<file path="src/rtl/phase_accu_multi.sv">
// Multi-channel phase accumulator with strobed FCW writes, per-channel sync and wrap pulses.
// Optional per-channel address phase offset input enabled by defining PHASE_ACCU_PM_EN.
module phase_accu_multi #(
  parameter int unsigned CHANNELS = 4,
  parameter int unsigned ACC_W    = 32,
  parameter int unsigned FCW_W    = 24,
  parameter int unsigned ADDR_W   = 16,
  localparam int unsigned CH_W    = (CHANNELS > 1) ? $clog2(CHANNELS) : 1
) (
  input  logic                       i_clk5MHz,
  input  logic                       i_rst,
  input  logic                       i_en,
  input  logic                       i_fcw_wr,
  input  logic [CH_W-1:0]            i_fcw_ch,
  input  logic [FCW_W-1:0]           i_fcw,
  input  logic [CHANNELS-1:0]        i_sync,
`ifdef PHASE_ACCU_PM_EN
  input  logic [CHANNELS*ADDR_W-1:0] i_pm,
`endif
  output logic [CHANNELS*ADDR_W-1:0] o_addr,
  output logic [CHANNELS-1:0]        o_wrap
);

  logic [FCW_W-1:0]           fcw_q [CHANNELS];
  logic [FCW_W-1:0]           fcw_d [CHANNELS];
  logic [ACC_W-1:0]           acc_q [CHANNELS];
  logic [ACC_W-1:0]           acc_d [CHANNELS];
  logic [ACC_W:0]             sum   [CHANNELS];
  logic [CHANNELS*ADDR_W-1:0] addr_q, addr_d;
  logic [CHANNELS-1:0]        wrap_q, wrap_d;

  always_comb begin
    addr_d = '0;
    wrap_d = '0;
    for (int unsigned c = 0; c < CHANNELS; c++) begin
      fcw_d[c] = fcw_q[c];
      // Out-of-range channel selects never match any c, so they are dropped.
      if (i_fcw_wr && (i_fcw_ch == CH_W'(c))) begin
        fcw_d[c] = i_fcw;
      end

      sum[c]   = {1'b0, acc_q[c]} + {{(ACC_W + 1 - FCW_W){1'b0}}, fcw_q[c]};
      acc_d[c] = acc_q[c];
      if (i_sync[c]) begin
        acc_d[c] = '0;
      end else if (i_en) begin
        acc_d[c]  = sum[c][ACC_W-1:0];
        wrap_d[c] = sum[c][ACC_W];
      end

`ifdef PHASE_ACCU_PM_EN
      addr_d[c*ADDR_W +: ADDR_W] = acc_q[c][ACC_W-1 -: ADDR_W] + i_pm[c*ADDR_W +: ADDR_W];
`else
      addr_d[c*ADDR_W +: ADDR_W] = acc_q[c][ACC_W-1 -: ADDR_W];
`endif
    end
  end

  always_ff @(posedge i_clk5MHz) begin
    if (i_rst) begin
      for (int unsigned c = 0; c < CHANNELS; c++) begin
        fcw_q[c] <= FCW_W'(1);
        acc_q[c] <= '0;
      end
      addr_q <= '0;
      wrap_q <= '0;
    end else begin
      for (int unsigned c = 0; c < CHANNELS; c++) begin
        fcw_q[c] <= fcw_d[c];
        acc_q[c] <= acc_d[c];
      end
      addr_q <= addr_d;
      wrap_q <= wrap_d;
    end
  end

  assign o_addr = addr_q;
  assign o_wrap = wrap_q;

endmodule

</file>
<file path="config.mk">
export PLATFORM = sky130hd
export DESIGN_NAME = phase_accu_multi
export DESIGN_NICKNAME = d
export VERILOG_FILES = /design/src/rtl/phase_accu_multi.sv
export SDC_FILE = /design/constraint.sdc
export NUM_CORES = 1
export LEC_CHECK = 0
export CAP_MARGIN = 5
export CORE_MARGIN = 2
export CORE_UTILIZATION = 54
export CTS_CLUSTER_DIAMETER = 40
export DETAILED_ROUTE_END_ITERATION = 8
export PLACE_DENSITY = 0.74
export SYNTH_ARGS = -nofsm -noshare
export SYNTH_HDL_FRONTEND = slang
export SYNTH_SLANG_ARGS = --single-unit
</file>
<file path="constraint.sdc">
create_clock -name i_clk5MHz -period 3.4 [get_ports i_clk5MHz]
set_input_delay 0.68 -clock i_clk5MHz [delete_from_list [all_inputs] [get_ports i_clk5MHz]]
set_output_delay 0.68 -clock i_clk5MHz [all_outputs]
set_load 0.03 [all_outputs]
</file>
==> flow_summary.ini <==
[placement]
io_buffers = 101
dp_hpwl_um = 24500
gp_congestion = 0.903
placed_cells = 2101
postPlaceCellArea_mm2 = 0.0158

[clock_network]
cts_root_buffer = clkbuf_16
cts_buffer_depth = 3
cts-hold-fix-buffers = 0
cts_buffers = 41
cts_tree = done
cts.reportedPaths.clkPinSlew_ps = 60
clock-sinks = 292
cts_setup_buffers = 0
h-tree-depth = 2
ctsResizeCount = 0
insertion_delay_ps = 520

[layout]
final_layout_size_suffix_gt1_share_pct = 6.05
register_area_mm2 = 0.00585
multi_input_area_mm2 = 0.00831
syn_to_final_growth_pct = 17.9
finalInstanceArea_mm2 = 0.0171
fin_cells = 2175
finalNetCount = 1937
antenna_cells = 0
fillers = 2241
final_util_pct = 64.2

[logic_synthesis]
synth_compound_area_share_pct = 17.5
synthCells = 1727
synth_top_family_by_area = simple AND/OR/NAND/NOR gates
synth_area_leaders = dfxtp_1 40%, ha_1 8.3%, nand2_1 6.9%
yosysWarnings = 0
yosysMostFrequentCell = dfxtp_1
synth_edf_count = 0
synth_common_cells = 292 x dfxtp_1, 266 x nand2_1, 185 x a21oi_1, 159 x nor2_1, 96 x ha_1
ys_seq_area_share_pct = 40.2
synth_area_mm2 = 0.0145
synth_fa_ha_area_share_pct = 8.81
yosys.area.top_type = dfxtp_1
ys_seq_elements = 292
yosys.area.top_type_share_pct = 40.2
synth_area_per_cell_um2 = 8.42
syn_nets = 1861
synthMuxAreaShare_pct = 3.92
synth_xor_area_share_pct = 5.48
ys_types = 71
yosys_most_used_dff = dfxtp_1
yosys.area_share.simple_pct = 21.4
async_flop_share_pct = 0

[floorplanning]
die_height_um = 168
die_w_um = 168
core_area_mm2 = 0.0267
ios = 102
start_util_pct = 54.4
dieArea_mm2 = 0.0282
core.rowCount = 60

[critical_path]
cp-start-kind = flop
critPathKind = reg -> reg
crit_cells = 11
crit_path_cell_trace = ha_1 > fa_1 > a21oi_1 > nor2_1 > nor4b_1 > o31ai_2 > nand3_1 > nand2b_1 > a221oi_1 > xor2_1 > o21ai_0
critPathArrivalTime_ps = 3400
end_kind = flop
crit_start = acc_q[2][0]$_SDFFE_PP0P_
r2r_setup_slack_ps = 410
max_stage_delay_ps = 480
cp_slowest_cell = nor4b_1
path_buf_inv = 0
r2r-start = acc_q[2][0]$_SDFFE_PP0P_
rr_endpoint = acc_q[2][20]$_SDFFE_PP0P_
r2r_cells = 11
required_ps = 3810
crit_family = compound AO/OA/AOI/OAI gates
crit_end = acc_q[2][20]$_SDFFE_PP0P_
cp_max_fo = 3

[global_route]
grt_overflow_total = 0
grt_use_total_pct = 24.5
grt_pass1_vias = 11600
grt_pass1_wl_um = 57000
grt_max_degree = 96
antenna_found_initial = 1

[pwr]
power.density_mw_per_mm2 = 477
irDropWorstVdd_v = 0.000374
totalPowerFinal_w = 0.00818
leakage_nw = 7.06

[timing]
worstMarginPinSlew_ps = 829
fin_worst_skew_ps = 17.0
grt_setup_unrepaired = false
fin_crit_sh_pct = 88.0
min_period_ps = 2990
finalSetupViolCount = 0
tns_ps = 0
hold_violations = 0
slew_viol_final = 0
slew_headroom_pct = 44.7
max_freq_ghz = 0.334

[route]
vias = 12400
post_drt_wl_per_cell_um = 16.0
final_antenna_net_count = 0
drc = 0
viasPerCell = 5.72
wl_um = 34900
drt_first_pass_iters = 5
drt_iter0_markers = 724

[status]
status = finished clean

[run]
maxCapViolCount = 0

[worst_hold_path]
hold_start = fcw_q[1][22]$_SDFFE_PP0P_
hold_class = reg -> reg
## worst min path at each step
| stage | endpoint | slack (ps) | depth (start not counted) |
|---|---|---|---|
| final | fcw_q[1][22]$_SDFFE_PP0P_ | 460 | 2 |
| after global routing | fcw_q[0][8]$_SDFFE_PP0P_ | 480 | 2 |
| after CTS | fcw_q[1][22]$_SDFFE_PP0P_ | 460 | 2 |
| after detailed placement | fcw_q[0][10]$_SDFFE_PP0P_ | 450 | 2 |
| after global placement | fcw_q[0][14]$_SDFFE_PP0P_ | 450 | 2 |
| after floorplan | o_wrap[2]$_SDFF_PP0_ | 440 | 2 |
## where the power goes
part / switching, W / total [W] / internal [W]
clock: 0.00159 / 0.00415 / 0.00256
combinational: 0.000323 / 0.000506 / 0.000183
sequential: 0.0000392 / 0.00352 / 0.00348
total: 0.00195 / 0.00818 / 0.00623
## cell usage in the layout (no fill, tap or decap), drive strengths merged, types with 20 or more instances in the layout
cell and count:
nand4 20, nand3 39, a21oi 186, clkdlybuf4s50 99
xor2 41, nor2b 75, xnor2 50, mux2i 57
nor3 28, dfxtp 292, o21ai 70, ha 96
nand2 266, clkbuf 55, nor2 159, or3 24
inv 25, a21o 45, a211oi 25
## worst register-to-register path: stages (launching register included)
cell	delay [ps]
dfxtp_1	310
ha_1	230
fa_1	460
a21oi_1	250
nor2_1	90
nor4b_1	480
o31ai_2	180
nand3_1	170
nand2b_1	110
a221oi_1	340
xor2_1	170
o21ai_0	90
## flip-flops by register name, summed over array words and instances, names as in the netlist
| register | count |
|---|---|
| acc_q | 128 |
| fcw_q | 96 |
| o_addr | 64 |
| o_wrap | 4 |
## area by class of cell
class / count / area share (%)
timing repair buffer: 116 / 6.60
inverter: 20 / 0.438
tap: 341 / 2.49
multi-input combinational: 1332 / 48.5
clock inverter: 19 / 1.22
sequential: 292 / 34.1
clock buffer: 55 / 6.71
## through the flow
| step | hold WS, ps | setup slack (ps) |
|---|---|---|
| floorplan | 435 | 788 |
| global placement | 450 | 516 |
| detailed placement | 453 | 438 |
| CTS | 460 | 413 |
| global route | 480 | 158 |
| finish | 457 | 409 |
## cell families (layout without fill, tap and decap cells)
family / count (synthesis) / in the layout
xor+xnor: 91 / 91
fa+ha+maj: 100 / 100
flops: 292 / 292
compound gates: 412 / 412
simple gates: 672 / 672
mux: 57 / 57
buf+inv: 103 / 210
## layer usage
metal / global-route usage (%) / wire length, um / vias up
met5: 0 / 0 / -
met4: 8.77 / 1170 / 0
met3: 3.57 / 1940 / 75
met2: 41.6 / 16100 / 313
met1: 31.8 / 15700 / 5864
li1: - / - / 6192
(Power assumes the default switching activity.)
